--- src/rtl/axi_lite_reg_bank.sv ---
// AXI4-Lite register bank: NumRegs byte-strobe-writable registers with hardware load ports.
// Optional: define AXI_LITE_REG_BANK_PROT_CHECK_EN to reject unprivileged writes (aw.prot[0]==0).

package axi_lite_reg_bank_pkg;

    localparam int unsigned AddrWidth = 32;
    localparam int unsigned DataWidth = 32;
    localparam int unsigned StrbWidth = DataWidth / 8;

    typedef struct packed {
        logic [AddrWidth-1:0] addr;
        logic [2:0]           prot;
    } ax_chan_t;

    typedef struct packed {
        logic [DataWidth-1:0] data;
        logic [StrbWidth-1:0] strb;
    } w_chan_t;

    typedef struct packed {
        logic [1:0] resp;
    } b_chan_t;

    typedef struct packed {
        logic [DataWidth-1:0] data;
        logic [1:0]           resp;
    } r_chan_t;

    typedef struct packed {
        ax_chan_t aw;
        logic     aw_valid;
        w_chan_t  w;
        logic     w_valid;
        logic     b_ready;
        ax_chan_t ar;
        logic     ar_valid;
        logic     r_ready;
    } req_t;

    typedef struct packed {
        logic    aw_ready;
        logic    w_ready;
        b_chan_t b;
        logic    b_valid;
        logic    ar_ready;
        r_chan_t r;
        logic    r_valid;
    } resp_t;

endpackage

module axi_lite_reg_bank #(
    parameter int unsigned          NumRegs      = 8,
    parameter int unsigned          AddrWidth    = 32,
    parameter int unsigned          DataWidth    = 32,
    parameter logic [AddrWidth-1:0] BaseAddr     = '0,
    parameter logic [NumRegs-1:0]   ReadOnlyMask = '0,
    parameter logic [DataWidth-1:0] RegRstVal    = '0,
    parameter type                  req_t        = axi_lite_reg_bank_pkg::req_t,
    parameter type                  resp_t       = axi_lite_reg_bank_pkg::resp_t
) (
    input  logic                         clk_i,
    input  logic                         rst_i,
    input  req_t                         slv_req_i,
    output resp_t                        slv_resp_o,
    output logic [NumRegs*DataWidth-1:0] reg_q_o,
    input  logic [NumRegs-1:0]           reg_load_i,
    input  logic [NumRegs*DataWidth-1:0] reg_d_i,
    output logic [NumRegs-1:0]           reg_wr_o
);

    localparam int unsigned StrbWidth = DataWidth / 8;
    localparam int unsigned AddrLsb   = $clog2(StrbWidth);
    localparam int unsigned IdxWidth  = (NumRegs > 1) ? $clog2(NumRegs) : 1;

    localparam logic [1:0] RespOkay   = 2'b00;
    localparam logic [1:0] RespSlvErr = 2'b10;

    typedef logic [DataWidth-1:0] word_t;
    typedef logic [IdxWidth-1:0]  idx_t;

    // The subtraction wraps for addr < BaseAddr, so the lower bound is tested separately.
    function automatic logic addr_in_range(input logic [AddrWidth-1:0] addr);
        logic [AddrWidth-1:0] word_off;
        word_off = (addr - BaseAddr) >> AddrLsb;
        return (addr >= BaseAddr) && (word_off < AddrWidth'(NumRegs));
    endfunction

    function automatic idx_t addr_idx(input logic [AddrWidth-1:0] addr);
        logic [AddrWidth-1:0] word_off;
        word_off = (addr - BaseAddr) >> AddrLsb;
        return idx_t'(word_off);
    endfunction

    function automatic word_t strb_mask(input logic [StrbWidth-1:0] strb);
        word_t mask;
        for (int b = 0; b < StrbWidth; b++) begin
            mask[8*b +: 8] = {8{strb[b]}};
        end
        return mask;
    endfunction

    word_t                regs_q [NumRegs];
    logic                 aw_full_q;
    logic [AddrWidth-1:0] aw_addr_q;
    logic                 w_full_q;
    word_t                w_data_q;
    logic [StrbWidth-1:0] w_strb_q;
    logic                 b_valid_q;
    logic [1:0]           b_resp_q;
    logic                 r_valid_q;
    word_t                r_data_q;
    logic [1:0]           r_resp_q;
    logic [NumRegs-1:0]   reg_wr_q;
`ifdef AXI_LITE_REG_BANK_PROT_CHECK_EN
    logic                 aw_priv_q;
`endif

    logic               aw_hs;
    logic               w_hs;
    logic               ar_ready;
    logic               ar_hs;
    logic               commit;
    idx_t               wr_idx;
    logic               wr_ok;
    logic [NumRegs-1:0] wr_en;
    word_t              wr_mask;
    idx_t               rd_idx;
    logic               rd_in_range;

    // Protection bits feed only the optional write check; keep the rest visibly consumed.
    logic unused_prot;
    assign unused_prot = ^{slv_req_i.ar.prot, slv_req_i.aw.prot};

    assign aw_hs    = slv_req_i.aw_valid & ~aw_full_q;
    assign w_hs     = slv_req_i.w_valid & ~w_full_q;
    assign ar_ready = ~r_valid_q | slv_req_i.r_ready;
    assign ar_hs    = slv_req_i.ar_valid & ar_ready;
    assign commit   = aw_full_q & w_full_q & (~b_valid_q | slv_req_i.b_ready);

    assign wr_idx  = addr_idx(aw_addr_q);
    assign wr_mask = strb_mask(w_strb_q);
`ifdef AXI_LITE_REG_BANK_PROT_CHECK_EN
    assign wr_ok = addr_in_range(aw_addr_q) & ~ReadOnlyMask[wr_idx] & aw_priv_q;
`else
    assign wr_ok = addr_in_range(aw_addr_q) & ~ReadOnlyMask[wr_idx];
`endif

    assign rd_idx      = addr_idx(slv_req_i.ar.addr);
    assign rd_in_range = addr_in_range(slv_req_i.ar.addr);

    // NOTE: every output of a combinational block gets a default first, so no path infers a latch.
    always_comb begin
        wr_en = '0;
        if (commit && wr_ok) begin
            wr_en[wr_idx] = 1'b1;
        end
    end

    // NOTE: non-blocking assignments only, so every read below sees the pre-edge register value.
    always_ff @(posedge clk_i) begin
        if (rst_i) begin
            // NOTE: the register array is reset because its contents are visible on reg_q_o.
            for (int i = 0; i < NumRegs; i++) begin
                regs_q[i] <= RegRstVal;
            end
            aw_full_q <= 1'b0;
            aw_addr_q <= '0;
            w_full_q  <= 1'b0;
            w_data_q  <= '0;
            w_strb_q  <= '0;
            b_valid_q <= 1'b0;
            b_resp_q  <= RespOkay;
            r_valid_q <= 1'b0;
            r_data_q  <= '0;
            r_resp_q  <= RespOkay;
            reg_wr_q  <= '0;
`ifdef AXI_LITE_REG_BANK_PROT_CHECK_EN
            aw_priv_q <= 1'b0;
`endif
        end else begin
            if (aw_hs) begin
                aw_full_q <= 1'b1;
                aw_addr_q <= slv_req_i.aw.addr;
`ifdef AXI_LITE_REG_BANK_PROT_CHECK_EN
                aw_priv_q <= slv_req_i.aw.prot[0];
`endif
            end else if (commit) begin
                aw_full_q <= 1'b0;
            end

            if (w_hs) begin
                w_full_q <= 1'b1;
                w_data_q <= slv_req_i.w.data;
                w_strb_q <= slv_req_i.w.strb;
            end else if (commit) begin
                w_full_q <= 1'b0;
            end

            if (commit) begin
                b_valid_q <= 1'b1;
                b_resp_q  <= wr_ok ? RespOkay : RespSlvErr;
            end else if (slv_req_i.b_ready) begin
                b_valid_q <= 1'b0;
            end

            if (ar_hs) begin
                r_valid_q <= 1'b1;
                r_data_q  <= rd_in_range ? regs_q[rd_idx] : '0;
                r_resp_q  <= rd_in_range ? RespOkay : RespSlvErr;
            end else if (slv_req_i.r_ready) begin
                r_valid_q <= 1'b0;
            end

            // Hardware load wins over a bus commit to the same register.
            for (int i = 0; i < NumRegs; i++) begin
                if (reg_load_i[i]) begin
                    regs_q[i] <= reg_d_i[i*DataWidth +: DataWidth];
                end else if (wr_en[i]) begin
                    regs_q[i] <= (regs_q[i] & ~wr_mask) | (w_data_q & wr_mask);
                end
            end

            reg_wr_q <= wr_en;
        end
    end

    for (genvar i = 0; i < NumRegs; i++) begin : g_reg_out
        assign reg_q_o[i*DataWidth +: DataWidth] = regs_q[i];
    end

    assign reg_wr_o = reg_wr_q;

    always_comb begin
        slv_resp_o          = '0;
        slv_resp_o.aw_ready = ~aw_full_q;
        slv_resp_o.w_ready  = ~w_full_q;
        slv_resp_o.b_valid  = b_valid_q;
        slv_resp_o.b.resp   = b_resp_q;
        slv_resp_o.ar_ready = ar_ready;
        slv_resp_o.r_valid  = r_valid_q;
        slv_resp_o.r.data   = r_data_q;
        slv_resp_o.r.resp   = r_resp_q;
    end

endmodule

--- config.mk ---
export PLATFORM = sky130hd
export DESIGN_NAME = axi_lite_reg_bank
export DESIGN_NICKNAME = d
export VERILOG_FILES = /design/src/rtl/axi_lite_reg_bank.sv
export SDC_FILE = /design/constraint.sdc
export NUM_CORES = 1
export LEC_CHECK = 0
export ABC_AREA = 1
export CORE_MARGIN = 5
export CORE_UTILIZATION = 32
export CTS_CLUSTER_SIZE = 14
export DETAILED_ROUTE_END_ITERATION = 10
export PLACE_DENSITY_LB_ADDON = 0.25
export SLEW_MARGIN = 20
export SYNTH_ARGS = -nofsm -noshare
export SYNTH_HDL_FRONTEND = slang
export SYNTH_SLANG_ARGS = --single-unit
export TNS_END_PERCENT = 50
--- constraint.sdc ---
create_clock -name clk_i -period 6.6 [get_ports clk_i]
set_clock_uncertainty 0.1 [all_clocks]
set_input_delay 0.99 -clock clk_i [delete_from_list [all_inputs] [get_ports clk_i]]
set_output_delay 0.99 -clock clk_i [all_outputs]
set_load 0.05 [all_outputs]
### Word level (Yosys, flattened, before mapping)

Memory sizes are Yosys's and may differ from the RTL's. A register that Yosys moved wholly into a read port is not among the register bits.
Index checks and enable logic that the tools add are counted.

| word-level totals | value |
|---|---|
| latch bits | 0 |
| memories | 2 |
| word-level logic and storage cells | 164 |
| memory bits (read-only) | 8 |
| input bits | 377 |
| register bits | 116 |
| bits in writable memories | 256 |

Memories:

| name | depth | width | rd ports | clocked after memory_dff | write ports | line | text |
|---|---|---|---|---|---|---|---|
| regs_q | 8 | 32 | 9 | 0 | 8 | 103 | `word_t regs_q [NumRegs];` |
| (no name shown) | 8 | 1 | 1 | 1 | 0 | 146 | `assign wr_ok = addr_in_range(aw_addr_q) & ~ReadOnlyMask[wr_idx];` |

| cells by class | value |
|---|---|
| div/mod/pow operators | 0 |
| bitwise gates (word level) | 47 |
| shifts and indexed selects | 0 |
| add/sub/neg operators | 0 |
| equality and inequality tests | 0 |
| muxes and demuxes | 90 |
| reduce and logical (&&, ||, !) cells | 8 |
| magnitude comparators | 6 |
| multiply operators | 0 |

Operators by type and width:

| kind | number |
|---|---|
| $mux W32 | 17 |
| $and A32 B32 Y32 | 9 |
| $or A32 B32 Y32 | 8 |
| $mux W1 | 67 |
| $ge A32 B1 Y1 const B | 2 |
| $lt A30 B4 Y1 const B | 2 |
| $not A32 Y32 | 1 |
| $or A1 B1 Y1 | 18 |
| $mux W8 | 1 |
| $reduce_bool A2 Y1 | 4 |
| $and A1 B1 Y1 | 6 |
| $mux W3 | 2 |
| $not A1 Y1 | 5 |
| $logic_and A1 B1 Y1 | 4 |
| $lt A3 B4 Y1 const B | 1 |
| $mux W2 | 2 |
| $demux W1 S3 | 1 |
| $ge A3 B1 Y1 const B | 1 |

### Logic depth before layout (Yosys ltp)

| depth | value |
|---|---|
| depth after elaboration | 11 |
| gate-level depth with buffers | 12 |
| mapped depth without buffers | 11 |

### Worst setup path after synthesis

OpenSTA, ideal clock, no wires.

| timing | value |
|---|---|
| kind | input to register |
| start point | input port rst_i |
| end point | memory regs_q[0][0] (netlist name) (enable) |
| setup time | 0.561 ns |
| stages | 5 |
| buffers on the path | 3 |
| arrival time | 2.623 ns |
| path slack | 3.316 ns |
| path through | buf_2 inv_2 clkbuf_1 clkbuf_1 nand3_1 |

RTL lines:

| item | line | text |
|---|---|---|
| start, declared | 63 | `input logic rst_i,` |
| end, declared | 103 |  |

==> run metrics <==
main flop type after synthesis edfxtp_1; drt first-iter violations 2350; post-detailed-placement half-perimeter wirelength 70.4 mm; first-pass GRT wire length 143 mm; Cell Rows 93; status completed; Post-Syn Instances 2824; Setup Viol. Count Final 0; H-tree levels 2; VDD IR max 0.177 mV; min cycle time layout 3.74 ns; Post-synth EDFFs 256; core area 64100 um^2; Die Height 264 um; Buffers on Ports 669; grt ovf 0; CTS clk-pin slew, worst paths 0.06 ns; via/cell ratio 5.05; Placer Congestion 0.865; R2R cell count 10; CTS-repair resized insts 0; Netlist cell types 31; post-synthesis mux area share 0%; Synth top area share 37.2%; initial antenna violation count 28; Mapped Area 20600 um^2; Leakage 13.1 nW; post-route antenna net violation count 0; largest net degree at the start of global routing 105; Slew Limit Fails 0; Post-synth ARST share 0%; fin crit share 56.7%; fin util 45.9%; Inst Count DP 4201; Worst Hold Class reg -> reg; crit path launch rst_i; crit path kind in -> reg; RR Startpoint w_full_q$_SDFFE_PP0P_; critical path endpoint category register; worst r2r dst regs_q[6][1]$_SDFFCE_PP0P_; clock latency on the worst-skew pair 0.58 ns; post-synthesis register bit count 368; final hold vios 0; Starting Density 32.2%; Setup Buffers After CTS 0; Final Power 7.07 mW; adder-cell share of the synthesized area 0%; Post-Route WL 102 mm; share of cells above drive strength 1 4.52%; critical path capture point regs_q[1][31]$_SDFFCE_PN0P_; area occupied by multi-input gates 8660 um^2; Max-Slew Margin vs Limit 28.4%; setup total negative slack 0 ns; vias in the first global route 20620; Ys Warns 0; CP required 6.78 ns; CTS root buffer clkbuf_16; flop2flop setup slack 3.75 ns; Area Overhead vs Synth 42.4%; Die X 264 um; CTS tree built; CP max FO 80; TritonCTS buffer count 46; io pins 682; total clock sinks 368; XOR/XNOR Fraction of Synth Area 0%; Hold Slack 0.358 ns; maxcap violations 0; CTS Hold Bufs 0; die area 69700 um^2; combinational family with the most area after synthesis simple AND/OR/NAND/NOR gates; startpoint class of the critical path input port; Seq/Total Area, Yosys 48.1%; Compound-Gate Fraction of Synth Area 15.2%; Arr. time, crit path 3.92 ns; simple-gate share of the synthesized area 26.2%; pwr dens 241 nW/um^2; RSZ-0062 raised after global routing false; largest cells by area after synthesis edfxtp_1 (37%), nand2_1 (12%), dfxtp_1 (11%); First-pass DRT Iterations 7; area leader, netlist edfxtp_1; total track usage 27.5%; worst slew pin tran 1.07 ns; residual DRC count 0; average size of a mapped cell 7.31 um^2; most frequent cells after synthesis nand2_1 (641), nor2_1 (551), o21ai_0 (365); most frequent cell after synthesis nand2_1; CTS Buffer Depth 3; vias 21768; fmax 0.267 GHz; wire per inst 23.6 um; Final nets 3771; non-filler cells, final 4307; # fillers 6616; sequential cell area 9930 um^2
critical path, cell delays in order:
cell	delay [ns]
buf_4	0.33
inv_6	0.44
buf_4	0.84
nand3_2	0.73
buf_4	0.51
metrics by stage:
stage / cell area [um^2] / worst slack (ns)
2_1_floorplan: 20600 / 3.32
3_3_place_gp: 27800 / 2.26
3_5_place_dp: 27900 / 2.26
4_1_cts: 29400 / 2.86
5_1_grt: 29400 / 2.80
6_report: 29400 / 2.86
flip-flops by register name, indices dropped and copies added, names as in the netlist, named ones only:
| register | cells |
|---|---|
| regs_q | 224 |
| r_data_q | 32 |
| w_data_q | 32 |
| aw_addr_q | 30 |
| reg_wr_o | 8 |
| w_strb_q | 4 |
| aw_full_q | 1 |
| b_resp_q | 1 |
| b_valid_q | 1 |
| r_resp_q | 1 |
| r_valid_q | 1 |
| w_full_q | 1 |
logic make-up after synthesis:
logic type,count (synthesis)
AO/OA/AOI/OAI,593
buffers and inverters,509
flip-flops,368
other,1
AND/OR/NAND/NOR,1353
layout by cell type (no fill, tap or decap), types with 3 or more instances in the layout:
master,netlist,layout
nand4_4,5,5
nand2_1,641,638
o21ai_1,23,25
clkinv_1,4,5
clkbuf_8,0,10
nand3_2,3,10
nand4_1,4,4
clkbuf_16,0,49
o21ai_0,365,362
nand3_1,137,130
inv_1,316,313
buf_2,33,4
a21boi_0,32,32
inv_2,4,5
edfxtp_1,256,256
clkinv_2,0,9
o21ai_4,0,4
a21oi_1,137,137
o211ai_1,31,31
nor2_4,1,3
clkbuf_1,114,15
nor2_1,551,549
buf_4,5,36
nand2_2,4,7
dfxtp_1,112,111
diode_2,0,20
clkdlybuf4s50_1,0,663
layout make-up:
| cell class | instances | area share (%) |
|---|---|---|
| sequential | 368 | 33.8 |
| multi-input combinational | 1948 | 29.4 |
| timing repair buffer | 706 | 23.8 |
| clock buffer | 74 | 4.83 |
| inverter | 324 | 4.16 |
| tap | 855 | 3.64 |
| clock inverter | 12 | 0.221 |
| antenna | 20 | 0.170 |
worst min-delay path by stage:
stage,start,to,slack (ns),cells past startpoint
detailed placement,aw_addr_q[26]$_SDFFE_PP0P_,aw_addr_q[26]$_SDFFE_PP0P_,0.35,2
global route,aw_addr_q[26]$_SDFFE_PP0P_,aw_addr_q[26]$_SDFFE_PP0P_,0.38,2
floorplan,aw_addr_q[26]$_SDFFE_PP0P_,aw_addr_q[26]$_SDFFE_PP0P_,0.33,2
CTS,aw_addr_q[26]$_SDFFE_PP0P_,aw_addr_q[26]$_SDFFE_PP0P_,0.36,2
global placement,aw_addr_q[26]$_SDFFE_PP0P_,aw_addr_q[26]$_SDFFE_PP0P_,0.34,2
finish,aw_addr_q[26]$_SDFFE_PP0P_,aw_addr_q[26]$_SDFFE_PP0P_,0.36,2
where the power goes:
group | switching (mW) | internal, mW | total [mW]
combinational | 1.15 | 0.591 | 1.74
sequential | 0.121 | 2.66 | 2.78
clock | 1.08 | 1.47 | 2.55
metal layers:
metal  track usage (%)  vias to the layer above  share of wire [%]
met5                 0                        -              0.079
met1              33.9                    10179                 38
met2              46.3                     1125                 48
met4              9.97                       12                3.9
li1                  -                    10252                  -
met3              7.60                      200                9.7
No activity file was read; power rests on OpenSTA's default activity.
